--- src/rtl/as_pack.sv ---
// Shared constants and types for the AS peripheral set; this slice adds the GPIO
// register map (offsets, register count and register-index enum).
package as_pack;

  localparam int reg_width       = 64;
  localparam int nr_gpios        = 8;
  localparam int gpio_addr_width = 4;
  localparam int gpio_nr_regs_c  = 7;

  localparam logic [reg_width-1:0] gpio_id_reg_addr_rst_c = 64'h1;

  localparam logic [5:0] gpio_id_off_c   = 6'h00;
  localparam logic [5:0] gpio_dir_off_c  = 6'h08;
  localparam logic [5:0] gpio_data_off_c = 6'h10;
  localparam logic [5:0] gpio_ris_off_c  = 6'h18;
  localparam logic [5:0] gpio_imsc_off_c = 6'h20;
  localparam logic [5:0] gpio_mis_off_c  = 6'h28;
  localparam logic [5:0] gpio_icr_off_c  = 6'h30;

  // Register index is the byte offset divided by eight.
  typedef enum logic [2:0] {
    GPIO_REG_ID   = 3'd0,
    GPIO_REG_DIR  = 3'd1,
    GPIO_REG_DATA = 3'd2,
    GPIO_REG_RIS  = 3'd3,
    GPIO_REG_IMSC = 3'd4,
    GPIO_REG_MIS  = 3'd5,
    GPIO_REG_ICR  = 3'd6
  } gpio_reg_e;

endpackage

--- src/rtl/as_gpio_sync2.sv ---
// Parameterized-width two-flop synchronizer for asynchronous pad inputs.
module as_sync2 #(
  parameter int WIDTH = 1
) (
  input  logic             clk,
  input  logic             rst_n,
  input  logic [WIDTH-1:0] d,
  output logic [WIDTH-1:0] q
);

  logic [WIDTH-1:0] meta;

  // NOTE: sequential state uses non-blocking assignments so every flop samples
  // the pre-edge value of its source, giving a true two-stage pipeline.
  always_ff @(posedge clk or negedge rst_n) begin
    if (!rst_n) begin
      meta <= '0;
      q    <= '0;
    end else begin
      meta <= d;
      q    <= meta;
    end
  end

endmodule

--- src/rtl/as_gpio.sv ---
// GPIO block: 64-bit register window, direction/output registers, synchronized inputs.
// Rising-edge interrupts (RIS/IMSC/MIS/ICR, irq) exist only when GPIO_IRQ_EN is defined.
module as_gpio
  import as_pack::*;
#(
  parameter int NR_GPIOS = nr_gpios,
  parameter int ADDR_W   = gpio_addr_width + 2
) (
  input  logic                 clk,
  input  logic                 rst_n,
  input  logic                 cs,
  input  logic                 we,
  input  logic                 re,
  input  logic [ADDR_W-1:0]    addr,
  input  logic [reg_width-1:0] wdata,
  output logic [reg_width-1:0] rdata,
  output logic                 rvalid,
  input  logic [NR_GPIOS-1:0]  gpio_in,
  output logic [NR_GPIOS-1:0]  gpio_out,
  output logic [NR_GPIOS-1:0]  gpio_oe,
  output logic                 irq
);

  localparam int IDX_W = ADDR_W - 3;

  logic [IDX_W-1:0]    idx;
  logic                hit;
  gpio_reg_e           reg_sel;
  logic                wr;
  logic                rd;
  logic [NR_GPIOS-1:0] wval;
  logic [NR_GPIOS-1:0] dir_q;
  logic [NR_GPIOS-1:0] out_q;
  logic [NR_GPIOS-1:0] gpio_sync;
  logic [NR_GPIOS-1:0] ris;
  logic [NR_GPIOS-1:0] imsc;
  logic [NR_GPIOS-1:0] mis;
  logic [reg_width-1:0] rd_val;
  logic                unused_bits;

  assign idx     = addr[ADDR_W-1:3];
  assign hit     = idx < IDX_W'(gpio_nr_regs_c);
  assign reg_sel = gpio_reg_e'(idx[2:0]);
  assign wr      = cs & we & hit;
  // Write wins over a simultaneous read; such a read is dropped.
  assign rd      = cs & re & ~we;
  assign wval    = wdata[NR_GPIOS-1:0];

  assign unused_bits = ^{addr[2:0], wdata[reg_width-1:NR_GPIOS]};

  as_sync2 #(.WIDTH(NR_GPIOS)) u_sync (
    .clk   (clk),
    .rst_n (rst_n),
    .d     (gpio_in),
    .q     (gpio_sync)
  );

  // NOTE: every flop here is cleared by the async reset; there is no memory array,
  // so nothing is left uninitialized after rst_n.
  always_ff @(posedge clk or negedge rst_n) begin
    if (!rst_n) begin
      dir_q <= '0;
      out_q <= '0;
    end else if (wr) begin
      if (reg_sel == GPIO_REG_DIR)  dir_q <= wval;
      if (reg_sel == GPIO_REG_DATA) out_q <= wval;
    end
  end

  assign gpio_oe  = dir_q;
  assign gpio_out = out_q;

`ifdef GPIO_IRQ_EN
  logic [NR_GPIOS-1:0] prev_q;
  logic [NR_GPIOS-1:0] ris_q;
  logic [NR_GPIOS-1:0] imsc_q;
  logic [NR_GPIOS-1:0] edge_det;
  logic [NR_GPIOS-1:0] icr_clr;
  logic                irq_q;

  // Output pins never raise edges; an edge beats a same-cycle ICR clear.
  assign edge_det = gpio_sync & ~prev_q & ~dir_q;
  assign icr_clr  = (wr && reg_sel == GPIO_REG_ICR) ? wval : '0;

  always_ff @(posedge clk or negedge rst_n) begin
    if (!rst_n) begin
      prev_q <= '0;
      ris_q  <= '0;
      imsc_q <= '0;
      irq_q  <= 1'b0;
    end else begin
      prev_q <= gpio_sync;
      ris_q  <= (ris_q & ~icr_clr) | edge_det;
      if (wr && reg_sel == GPIO_REG_IMSC) imsc_q <= wval;
      irq_q  <= |(ris_q & imsc_q);
    end
  end

  assign ris  = ris_q;
  assign imsc = imsc_q;
  assign mis  = ris_q & imsc_q;
  assign irq  = irq_q;
`else
  assign ris  = '0;
  assign imsc = '0;
  assign mis  = '0;
  assign irq  = 1'b0;
`endif

  // NOTE: rd_val gets a default before the case so no path leaves it unassigned,
  // which keeps this block purely combinational (no latch).
  always_comb begin
    rd_val = '0;
    if (hit) begin
      case (reg_sel)
        GPIO_REG_ID:   rd_val = gpio_id_reg_addr_rst_c;
        GPIO_REG_DIR:  rd_val[NR_GPIOS-1:0] = dir_q;
        GPIO_REG_DATA: rd_val[NR_GPIOS-1:0] = (dir_q & out_q) | (~dir_q & gpio_sync);
        GPIO_REG_RIS:  rd_val[NR_GPIOS-1:0] = ris;
        GPIO_REG_IMSC: rd_val[NR_GPIOS-1:0] = imsc;
        GPIO_REG_MIS:  rd_val[NR_GPIOS-1:0] = mis;
        default:       rd_val = '0;
      endcase
    end
  end

  always_ff @(posedge clk or negedge rst_n) begin
    if (!rst_n) begin
      rdata  <= '0;
      rvalid <= 1'b0;
    end else begin
      rvalid <= rd;
      if (rd) rdata <= rd_val;
    end
  end

endmodule

--- config.mk ---
export PLATFORM = sky130hd
export DESIGN_NAME = as_gpio
export DESIGN_NICKNAME = d
export VERILOG_FILES = /design/src/rtl/as_pack.sv /design/src/rtl/as_gpio_sync2.sv /design/src/rtl/as_gpio.sv
export SDC_FILE = /design/constraint.sdc
export NUM_CORES = 1
export LEC_CHECK = 0
export BUFFER_PORTS_ARGS = -buffer_cell sky130_fd_sc_hd__buf_4
export CAP_MARGIN = 25
export CORE_MARGIN = 2
export CORE_UTILIZATION = 30
export CTS_BUF_LIST = sky130_fd_sc_hd__clkbuf_8
export DETAILED_ROUTE_END_ITERATION = 12
export GPL_TIMING_DRIVEN = 0
export SYNTH_ARGS = -nofsm -noshare
export SYNTH_HDL_FRONTEND = slang
export SYNTH_SLANG_ARGS = --single-unit
--- constraint.sdc ---
create_clock -name clk -period 2.7 [get_ports clk]
set_input_delay 0.27 -clock clk [delete_from_list [all_inputs] [get_ports clk]]
set_output_delay 0.27 -clock clk [all_outputs]
set_load 0.01 [all_outputs]
==> results of run 1 <==
## flip-flops by register name, indices dropped and copies added (netlist names)
| name | flops |
|---|---|
| u_sync.meta | 8 |
| rdata | 8 |
| gpio_out | 8 |
| gpio_oe | 8 |
| rvalid | 1 |
| u_sync.q | 8 |
## power breakdown
| group | total [mW] | switching [mW] | internal (mW) |
|---|---|---|---|
| sequential | 0.762 | 0.0685 | 0.694 |
| combinational | 0.427 | 0.170 | 0.256 |
| clock | 0.391 | 0.215 | 0.176 |
## metrics by stage
step	hold slack, ps	util, %
finish	70.5	43.3
CTS	70.7	43.3
detailed placement	290	41.8
global route	56.5	43.3
floorplan	-25.6	-
global placement	287	41.8
## what timing repair did
action | 4_1_cts | 5_1_grt
hold endpoints to repair | 41 | 0
buffers inserted | 0 | 0
hold buffers | 1 | 0
## logic make-up (layout without fill, tap and decap cells)
family | after synthesis | in the layout
buffers and inverters | 61 | 118
DFF | 41 | 41
muxes | 24 | 24
AOI/OAI and AO/OA | 17 | 17
and+or+nand+nor | 8 | 8
other | 1 | 57
## cells in the mapped netlist, types with 2 or more instances
cell | n | area (sq um)
buf_4 | 57 | 428
dfrtp_1 | 41 | 1030
a22o_1 | 8 | 70.1
mux2_2 | 8 | 90.1
mux2_4 | 8 | 120
mux2i_1 | 8 | 80.1
o2bb2ai_1 | 7 | 61.3
buf_6 | 2 | 22.5
nor2b_4 | 2 | 27.5
## cells in the final DEF (no fill, tap or decap)
cell type      netlist  layout
nand2b_1             1       1
clkinv_2             0       2
inv_1                1       2
dfrtp_1             41      41
clkbuf_8             0       5
o22ai_1              1       1
nor2b_1              1       1
nand3b_1             1       1
conb_1               1      57
o2bb2ai_1            7       7
nor2_8               1       1
buf_4               57     105
nand3b_4             1       1
dlygate4sd3_1        0       1
mux2_2               8       8
buf_6                2       2
nand4bb_1            1       1
mux2_4               8       8
buf_2                1       1
mux2i_1              8       8
a21oi_1              1       1
nor2b_4              2       2
a22o_1               8       8
## worst min-delay path by stage
stage,start,endpoint,slack [ps],cells past startpoint
2_1_floorplan,rst_n,gpio_oe[0],-30,0
3_3_place_gp,rst_n,gpio_oe[0],290,1
3_5_place_dp,rst_n,gpio_oe[0],290,1
4_1_cts,gpio_in[0],u_sync.meta[0],70,1
5_1_grt,gpio_in[0],u_sync.meta[0],60,1
6_report,gpio_in[0],u_sync.meta[0],70,1
## final cells by class
class / instances / area (sq um) / share of cell area [%]
multi-input combinational: 106 / 746 / 26.8
clock inverter: 3 / 13.8 / 0.495
inverter: 1 / 3.75 / 0.135
clock buffer: 5 / 68.8 / 2.48
timing repair buffer: 49 / 370 / 13.3
tap: 77 / 96.3 / 3.47
sequential: 41 / 1030 / 36.9
buffer: 60 / 455 / 16.4
## routing by layer
| layer | share of wire, % | wire length (um) | global-route usage (%) |
|---|---|---|---|
| met5 | 0 | 0 | 0 |
| met4 | 0.82 | 32 | 3.03 |
| met3 | 11 | 419 | 4.33 |
| met2 | 45 | 1770 | 15.9 |
| met1 | 43 | 1690 | 13.3 |
==> flow_metrics.env, run 1 <==
export IMPL_status="finished clean"
export IMPL_drv_cap=0
export IMPL_cp_num_buf_inv=1
export IMPL_slowest_stage="dfrtp_1"
export IMPL_drtAntennaViolNets=0
export IMPL_p_leak_nw=1.54
export IMPL_crit_start="gpio_oe[1]"
export IMPL_antenna_found_initial=0
export IMPL_wire_per_inst_um=11.4
export IMPL_relSlewSlack_pct=53.5
export IMPL_wl_um=3910
export IMPL_syn_area_per_cell_sq_um=13.3
export IMPL_seq_area_frac_synth_pct=50.8
export IMPL_cts_buffers=5
export IMPL_globalplace_congestion=0.672
export IMPL_hold_class="input port to flip-flop"
export IMPL_crit_type="flip-flop to output port"
export IMPL_diodes=0
export IMPL_vias_per_cell=3.58
export IMPL_grt_overflow=0
export IMPL_synth_edf_count=0
export IMPL_post_route_period_util_pct=43.1
export IMPL_initial_utilization_pct=31.5
export IMPL_post_cts_resize_count=0
export IMPL_yosys_mux_area_fraction_pct=14.4
export IMPL_synth_top_family_by_area="buffers and inverters"
export IMPL_clock_skew_ps=11.6
export IMPL_grt_pass1_vias=1154
export IMPL_grt_pass1_wl_um=5770
export IMPL_crit_chain="buf_4"
export IMPL_postSynthCellCount=152
export IMPL_ir_drop_uv=260
export IMPL_die_w_um=86.1
export IMPL_grt_max_degree=42
export IMPL_synth_seq_cells=41
export IMPL_die_h_um=86.1
export IMPL_tritoncts="done"
export IMPL_rows=29
export IMPL_clk_path_buf_depth=2
export IMPL_yosys_area_share_simple_pct=4.89
export IMPL_synth_xor_area_share_pct=0
export IMPL_syn_area_sq_um=2020
export IMPL_port_buffers=48
export IMPL_drc=0
export IMPL_post_route_min_period_ps=1160
export IMPL_synthDistinctLibCells=20
export IMPL_fin_nets=347
export IMPL_pre_cts_ws_ps=1260
export IMPL_grtUsageTotal_pct=10.3
export IMPL_die_area_sq_um=7410
export IMPL_worstPathArrival_ps=890
export IMPL_setup_ws_ps=1540
export IMPL_ys_flop_type="dfrtp_1"
export IMPL_endpoint="gpio_oe[1]"
export IMPL_async_flop_share_pct=100
export IMPL_dpl_hpwl_um=2840
export IMPL_cts_max_level=2
export IMPL_crit_path_start_kind="flip-flop"
export IMPL_synth_compound_area_share_pct=7.06
export IMPL_first_pass_iters=2
export IMPL_end_kind="output port"
export IMPL_p_total_mw=1.58
export IMPL_synth_fa_ha_area_share_pct=0
export IMPL_n_fill_cell=636
export IMPL_max_freq_mhz=860
export IMPL_finalNonFillerCells=342
export IMPL_finalSetupTns_ps=0
export IMPL_rsz0062_at_grt="no"
export IMPL_crit_family="flip-flops"
export IMPL_placedCellCount=333
export IMPL_slowest_delay_ps=430
export IMPL_worstReg2RegEnd="rdata[1]"
export IMPL_reg2reg_depth=3
export IMPL_final_area_sq_um=2780
export IMPL_power_density_nw_per_um2=568
export IMPL_drive_gt1_share_pct=50.9
export IMPL_cp_depth=1
export IMPL_pin_count=165
export IMPL_slew_viol_final=0
export IMPL_crit_required_ps=2430
export IMPL_reg2reg_slack_ps=1670
export IMPL_setup_violations=0
export IMPL_worst_slew_pin_slew_ps=698
export IMPL_crit_fanout=4
export IMPL_postPlaceCellArea_sq_um=2690
export IMPL_area_delta_synth_final_pct=37.6
export IMPL_rr_startpoint="gpio_oe[1]"
export IMPL_drtIter0Drc=46
export IMPL_root_buffer="clkbuf_8"
export IMPL_ys_warnings_count=0
export IMPL_num_vias=1225
export IMPL_clk_pin_slew_ps=80
export IMPL_worstSkewPairLatency_ps=300
export IMPL_finalHoldViolCount=0
export IMPL_clkSinkCount=41
export IMPL_core_sq_um=6420
Power figures use the tool's default switching activity.
==> run 2: changes to the inputs <==
--- a/config.mk
+++ b/config.mk
@@ -5,6 +5,7 @@
 export SDC_FILE = /design/constraint.sdc
 export NUM_CORES = 1
 export LEC_CHECK = 0
+export ABC_AREA = 1
 export BUFFER_PORTS_ARGS = -buffer_cell sky130_fd_sc_hd__buf_4
 export CAP_MARGIN = 25
 export CORE_MARGIN = 2
@@ -12,6 +13,7 @@
 export CTS_BUF_LIST = sky130_fd_sc_hd__clkbuf_8
 export DETAILED_ROUTE_END_ITERATION = 12
 export GPL_TIMING_DRIVEN = 0
+export PLACE_DENSITY = 0.66
 export SYNTH_ARGS = -nofsm -noshare
 export SYNTH_HDL_FRONTEND = slang
 export SYNTH_SLANG_ARGS = --single-unit
==> constraint.sdc (replaced) <==
create_clock -name clk -period 1 [get_ports clk]
set_input_delay 0.1 -clock clk [delete_from_list [all_inputs] [get_ports clk]]
set_output_delay 0.1 -clock clk [all_outputs]
set_load 0.01 [all_outputs]
==> run 2 against run 1 <==
Effect of this change: flip-flop and latch count stayed put; via count grew 28%; clock power rose to 2.6 times the previous value; highest routed layer unchanged; largest cell class unchanged; cell count up 32%; global-route usage fell by 0.50 points.
==> flow_metrics.env, run 2 <==
export IMPL_root_buffer="clkbuf_8"
export IMPL_ff_latch_area_sq_um=1030
export IMPL_syn_area_sq_um=2140
export IMPL_rows=30
export IMPL_synthDistinctLibCells=17
export IMPL_multi_input_area_sq_um=785
export IMPL_worstReg2RegEnd="rdata[1]"
export IMPL_end_kind="output port"
export IMPL_ys_warnings_count=0
export IMPL_finalSetupTns_ps=0
export IMPL_clk_path_buf_depth=2
export IMPL_reg2reg_depth=7
export IMPL_wire_per_inst_um=8.63
export IMPL_drtIter0Drc=22
export IMPL_pre_cts_ws_ps=-98.1
export IMPL_area_delta_synth_final_pct=42.3
export IMPL_drc=0
export IMPL_vias_per_cell=3.46
export IMPL_min_path_cells=2
export IMPL_diodes=0
export IMPL_finalNonFillerCells=452
export IMPL_synth_edf_count=0
export IMPL_clkSinkCount=41
export IMPL_crit_type="flip-flop to output port"
export IMPL_whs_endpoint="rvalid"
export IMPL_worst_slew_pin_slew_ps=507
export IMPL_port_buffers=47
export IMPL_rsz0062_at_grt="yes"
export IMPL_crit_family="flip-flops"
export IMPL_pin_count=165
export IMPL_num_vias=1564
export IMPL_async_flop_share_pct=100
export IMPL_worstSkewPairLatency_ps=290
export IMPL_fin_nets=438
export IMPL_max_freq_mhz=1030
export IMPL_synth_most_common_cell="nand2_1"
export IMPL_grtUsageTotal_pct=9.83
export IMPL_synth_area_leaders="dfrtp_1 48%, buf_4 20%, nand2_1 14%, o21ai_2 6.6%, inv_1 2.8%"
export IMPL_synth_seq_cells=41
export IMPL_syn_area_per_cell_sq_um=9.18
export IMPL_setup_violations=0
export IMPL_die_h_um=88.4
export IMPL_core_sq_um=6830
export IMPL_power_density_nw_per_um2=1400
export IMPL_worstPathArrival_ps=870
export IMPL_drtAntennaViolNets=0
export IMPL_ir_drop_uv=995
export IMPL_clk_pin_slew_ps=80
export IMPL_hold_class="input port to flip-flop"
export IMPL_drv_cap=0
export IMPL_slew_viol_final=0
export IMPL_p_leak_nw=1.77
export IMPL_globalplace_congestion=0.709
export IMPL_setup_ws_ps=31.5
export IMPL_n_fill_cell=685
export IMPL_slowest_stage="dfrtp_1"
export IMPL_wl_um=3900
export IMPL_seq_area_frac_synth_pct=48.0
export IMPL_worstHoldStart="we"
export IMPL_slowest_delay_ps=440
export IMPL_reg2reg_slack_ps=110
export IMPL_first_pass_iters=4
export IMPL_crit_path_start_kind="flip-flop"
export IMPL_synth_top_cell_area_share_pct=48.0
export IMPL_grt_pass1_wl_um=5940
export IMPL_synth_area_leader_cell="dfrtp_1"
export IMPL_cts_max_level=2
export IMPL_crit_fanout=5
export IMPL_drive_gt1_share_pct=41.0
export IMPL_antenna_found_initial=0
export IMPL_postSynthCellCount=233
export IMPL_dpl_hpwl_um=2990
export IMPL_placedCellCount=432
export IMPL_rr_startpoint="gpio_oe[1]"
export IMPL_cts_buffers=5
export IMPL_cp_num_buf_inv=1
export IMPL_relSlewSlack_pct=66.2
export IMPL_post_route_period_util_pct=96.8
export IMPL_final_common_cell="buf_4"
export IMPL_finalHoldViolCount=0
export IMPL_crit_chain="buf_6"
export IMPL_post_route_min_period_ps=968
export IMPL_ys_flop_type="dfrtp_1"
export IMPL_grt_overflow=0
export IMPL_cp_depth=1
export IMPL_crit_required_ps=900
export IMPL_layout_common_cells="102 x buf_4, 80 x nand2_1, 57 x conb_1, 39 x dfrtp_1, 17 x inv_1"
export IMPL_grt_max_degree=42
export IMPL_clock_skew_ps=5.71
export IMPL_initial_utilization_pct=31.3
export IMPL_die_w_um=88.4
export IMPL_tritoncts="done"
export IMPL_die_area_sq_um=7820
export IMPL_yosys_top_cells_count="80 x nand2_1, 57 x buf_4, 41 x dfrtp_1, 16 x inv_1, 16 x o21ai_2"
export IMPL_status="finished clean"
export IMPL_grt_pass1_vias=1271
==> run 2: area by class of cell <==
class / instances / share of cell area [%]
Multi-Input combinational cell: 169 / 25.8
Clock inverter: 3 / 0.617
Tap cell: 96 / 3.95
Buffer: 60 / 15.2
Clock buffer: 5 / 2.26
Inverter: 19 / 2.51
Timing Repair Buffer: 59 / 15.9
Sequential cell: 41 / 33.8
==> run 2: power by group <==
| part | internal (mW) | leakage [nW] | switching (mW) |
|---|---|---|---|
| clock network | 0.481 | 0.0416 | 0.552 |
| registers | 1.86 | 0.510 | 0.178 |
| logic | 0.640 | 1.22 | 0.548 |
==> run 2: what timing repair did <==
item | CTS | global route
hold buffers | 9 | 0
hold endpoints to repair | 49 | 0
buffers inserted | 0 | 3
endpoints found under the setup margin | 0 | 8
gates resized for setup | 0 | 7
==> run 2: through the flow <==
stage	power, mW	utilization, %	hold slack [ps]	instance area [sq um]
2_1_floorplan	2.71	-	-196	2350
3_3_place_gp	3.15	41.3	113	2820
3_5_place_dp	3.17	41.3	113	2820
4_1_cts	4.23	43.9	52.6	3000
5_1_grt	4.55	44.5	60.6	3040
6_report	4.26	44.5	65.3	3040
==> run 2: how the worst max path moves through the flow <==
stage               start     endpoint
6_report       gpio_oe[4]   gpio_oe[4]
5_1_grt        gpio_oe[4]     rdata[4]
4_1_cts        gpio_oe[7]   gpio_oe[7]
3_5_place_dp      addr[5]   gpio_oe[6]
3_3_place_gp      addr[5]   gpio_oe[6]
2_1_floorplan     addr[3]  gpio_out[2]
==> run 2: kinds of logic (layout without fill, tap and decap cells) <==
family / after synthesis / in the layout / share of synthesized area [%]
AND/OR/NAND/NOR: 95 / 95 / 19.9
buffers and inverters: 79 / 146 / 25.2
flip-flops: 41 / 41 / 48.0
AO/OA/AOI/OAI: 17 / 17 / 6.79
other: 1 / 57 / 0.175
==> run 2: layer usage <==
metal / vias up / GRT usage (%) / wire length, um
met1: 649 / 12.2 / 1680
li1: 839 / - / -
met3: 2 / 2.61 / 326
met5: - / 0 / 0
met2: 74 / 16.4 / 1870
met4: 0 / 3.72 / 20
==> run 3: changes to the inputs <==
--- a/config.mk
+++ b/config.mk
@@ -8,12 +8,16 @@
 export ABC_AREA = 1
 export BUFFER_PORTS_ARGS = -buffer_cell sky130_fd_sc_hd__buf_4
 export CAP_MARGIN = 25
+export CELL_PAD_IN_SITES_DETAIL_PLACEMENT = 1
+export CELL_PAD_IN_SITES_GLOBAL_PLACEMENT = 1
 export CORE_MARGIN = 2
-export CORE_UTILIZATION = 30
+export CORE_UTILIZATION = 25
 export CTS_BUF_LIST = sky130_fd_sc_hd__clkbuf_8
+export CTS_CLUSTER_DIAMETER = 150
 export DETAILED_ROUTE_END_ITERATION = 12
 export GPL_TIMING_DRIVEN = 0
-export PLACE_DENSITY = 0.66
+export MAX_ROUTING_LAYER = met4
+export PLACE_DENSITY_LB_ADDON = 0.1
 export SYNTH_ARGS = -nofsm -noshare
 export SYNTH_HDL_FRONTEND = slang
 export SYNTH_SLANG_ARGS = --single-unit
==> run 3 against run 2 <==
Effect of this change: clock skew down 2.1 ps; first-iteration DRC count up 32%; design area up 0.95%; register-to-register slack worse by 20 ps; critical path depth unchanged; power up 2.5%; cell count up 2.0%; sequential share of layout area down 0.28 points; global-route usage up 1.4 points; die area up 19%.
==> flow_metrics.env, run 3 (synthesis gave the netlist of run 2 again) <==
export IMPL_grtUsageTotal_pct=11.2
export IMPL_crit_required_ps=900
export IMPL_post_route_period_util_pct=96.7
export IMPL_core_sq_um=8260
export IMPL_cts_max_level=2
export IMPL_finalHoldViolCount=0
export IMPL_clk_path_buf_depth=2
export IMPL_finalNonFillerCells=461
export IMPL_slew_viol_final=0
export IMPL_p_leak_nw=1.78
export IMPL_antenna_found_initial=0
export IMPL_worstSkewPairLatency_ps=290
export IMPL_status="finished clean"
export IMPL_cp_num_buf_inv=1
export IMPL_grt_pass1_vias=1538
export IMPL_grt_pass1_wl_um=7540
export IMPL_num_vias=1664
export IMPL_clk_pin_slew_ps=80
export IMPL_dpl_hpwl_um=3560
export IMPL_globalplace_congestion=0.701
export IMPL_endpoint="gpio_oe[3]"
export IMPL_rows=33
export IMPL_worst_slew_pin_slew_ps=536
export IMPL_placedCellCount=441
export IMPL_crit_fanout=5
export IMPL_worstReg2RegEnd="rdata[1]"
export IMPL_diodes=0
export IMPL_wl_um=4990
export IMPL_setup_violations=0
export IMPL_end_kind="output port"
export IMPL_layout_common_cells="101 x buf_4, 79 x nand2_1, 57 x conb_1, 38 x dfrtp_1"
export IMPL_final_area_sq_um=3070
export IMPL_clkSinkCount=41
export IMPL_drc=0
export IMPL_max_freq_mhz=1030
export IMPL_crit_path_start_kind="flip-flop"
export IMPL_power_density_nw_per_um2=1420
export IMPL_relSlewSlack_pct=64.2
export IMPL_drive_gt1_share_pct=41.9
export IMPL_rr_startpoint="gpio_oe[1]"
export IMPL_slowest_stage="dfrtp_1"
export IMPL_die_w_um=96.5
export IMPL_worstPathArrival_ps=870
export IMPL_root_buffer="clkbuf_8"
export IMPL_area_delta_synth_final_pct=43.7
export IMPL_final_common_cell="buf_4"
export IMPL_crit_chain="buf_4"
export IMPL_post_route_min_period_ps=967
export IMPL_cp_depth=1
export IMPL_crit_family="flip-flops"
export IMPL_reg2reg_slack_ps=90
export IMPL_tritoncts="done"
export IMPL_finalSetupTns_ps=0
export IMPL_initial_utilization_pct=25.9
export IMPL_first_pass_iters=4
export IMPL_reg2reg_depth=7
export IMPL_pin_count=165
export IMPL_fin_nets=439
export IMPL_grt_max_degree=42
export IMPL_die_h_um=96.5
export IMPL_crit_type="flip-flop to output port"
export IMPL_vias_per_cell=3.61
export IMPL_cts_buffers=5
export IMPL_rsz0062_at_grt="yes"
export IMPL_wire_per_inst_um=10.8
export IMPL_drtAntennaViolNets=0
export IMPL_postPlaceCellArea_sq_um=2830
export IMPL_die_area_sq_um=9310
export IMPL_clock_skew_ps=3.64
export IMPL_port_buffers=47
export IMPL_hold_class="input port to flip-flop"
export IMPL_ir_drop_uv=515
export IMPL_drtIter0Drc=29
export IMPL_grt_overflow=0
export IMPL_drv_cap=0
export IMPL_crit_start="gpio_oe[3]"
export IMPL_slowest_delay_ps=420
[run 3: worst min-delay path by stage]
stage,from,to,slack [ps],cells past startpoint
2_1_floorplan,rst_n,gpio_oe[0],-200,0
3_3_place_gp,rst_n,gpio_out[3],120,1
3_5_place_dp,rst_n,u_sync.meta[3],130,1
4_1_cts,we,rvalid,60,2
5_1_grt,we,rvalid,70,2
6_report,we,rvalid,60,2
[run 3: power by group]
| part | switching [mW] | total, mW | internal [mW] |
|---|---|---|---|
| clock network | 0.552 | 1.09 | 0.538 |
| registers | 0.181 | 2.04 | 1.86 |
| logic | 0.573 | 1.23 | 0.661 |
[run 3: layout make-up]
class	count	area, sq um
Tap cell	105	131
Multi-Input combinational cell	169	787
Sequential cell	41	1030
Inverter	19	76.3
Timing Repair Buffer	60	499
Fill cell	1012	5190
Buffer	60	462
Clock inverter	1	3.75
Clock buffer	6	82.6
[run 3: through the flow]
step	hold slack [ps]	setup WS (ps)	power, mW	utilization, %
floorplan	-196	101	2.71	-
global placement	124	-206	3.18	34.3
detailed placement	127	-209	3.20	34.3
CTS	59.0	0.590	4.36	36.5
global route	70.6	-14.8	4.68	37.2
finish	61.7	33.5	4.37	37.2
[run 3: what timing repair did]
item / CTS / global route
pin swaps: 0 / 2
endpoints found under the setup margin: 1 / 9
hold endpoints to repair: 49 / 0
gates resized for setup: 0 / 12
buffers inserted: 1 / 3
hold buffers: 9 / 0
[run 3: routing by layer]
metal  share of wire, %  vias to the layer above  track usage, %
met5                  0                        -               -
met4                1.5                        0            3.87
met3                8.0                        5            2.48
met2                 49                       61            19.0
met1                 41                      757            13.3
li1                   -                      841               -
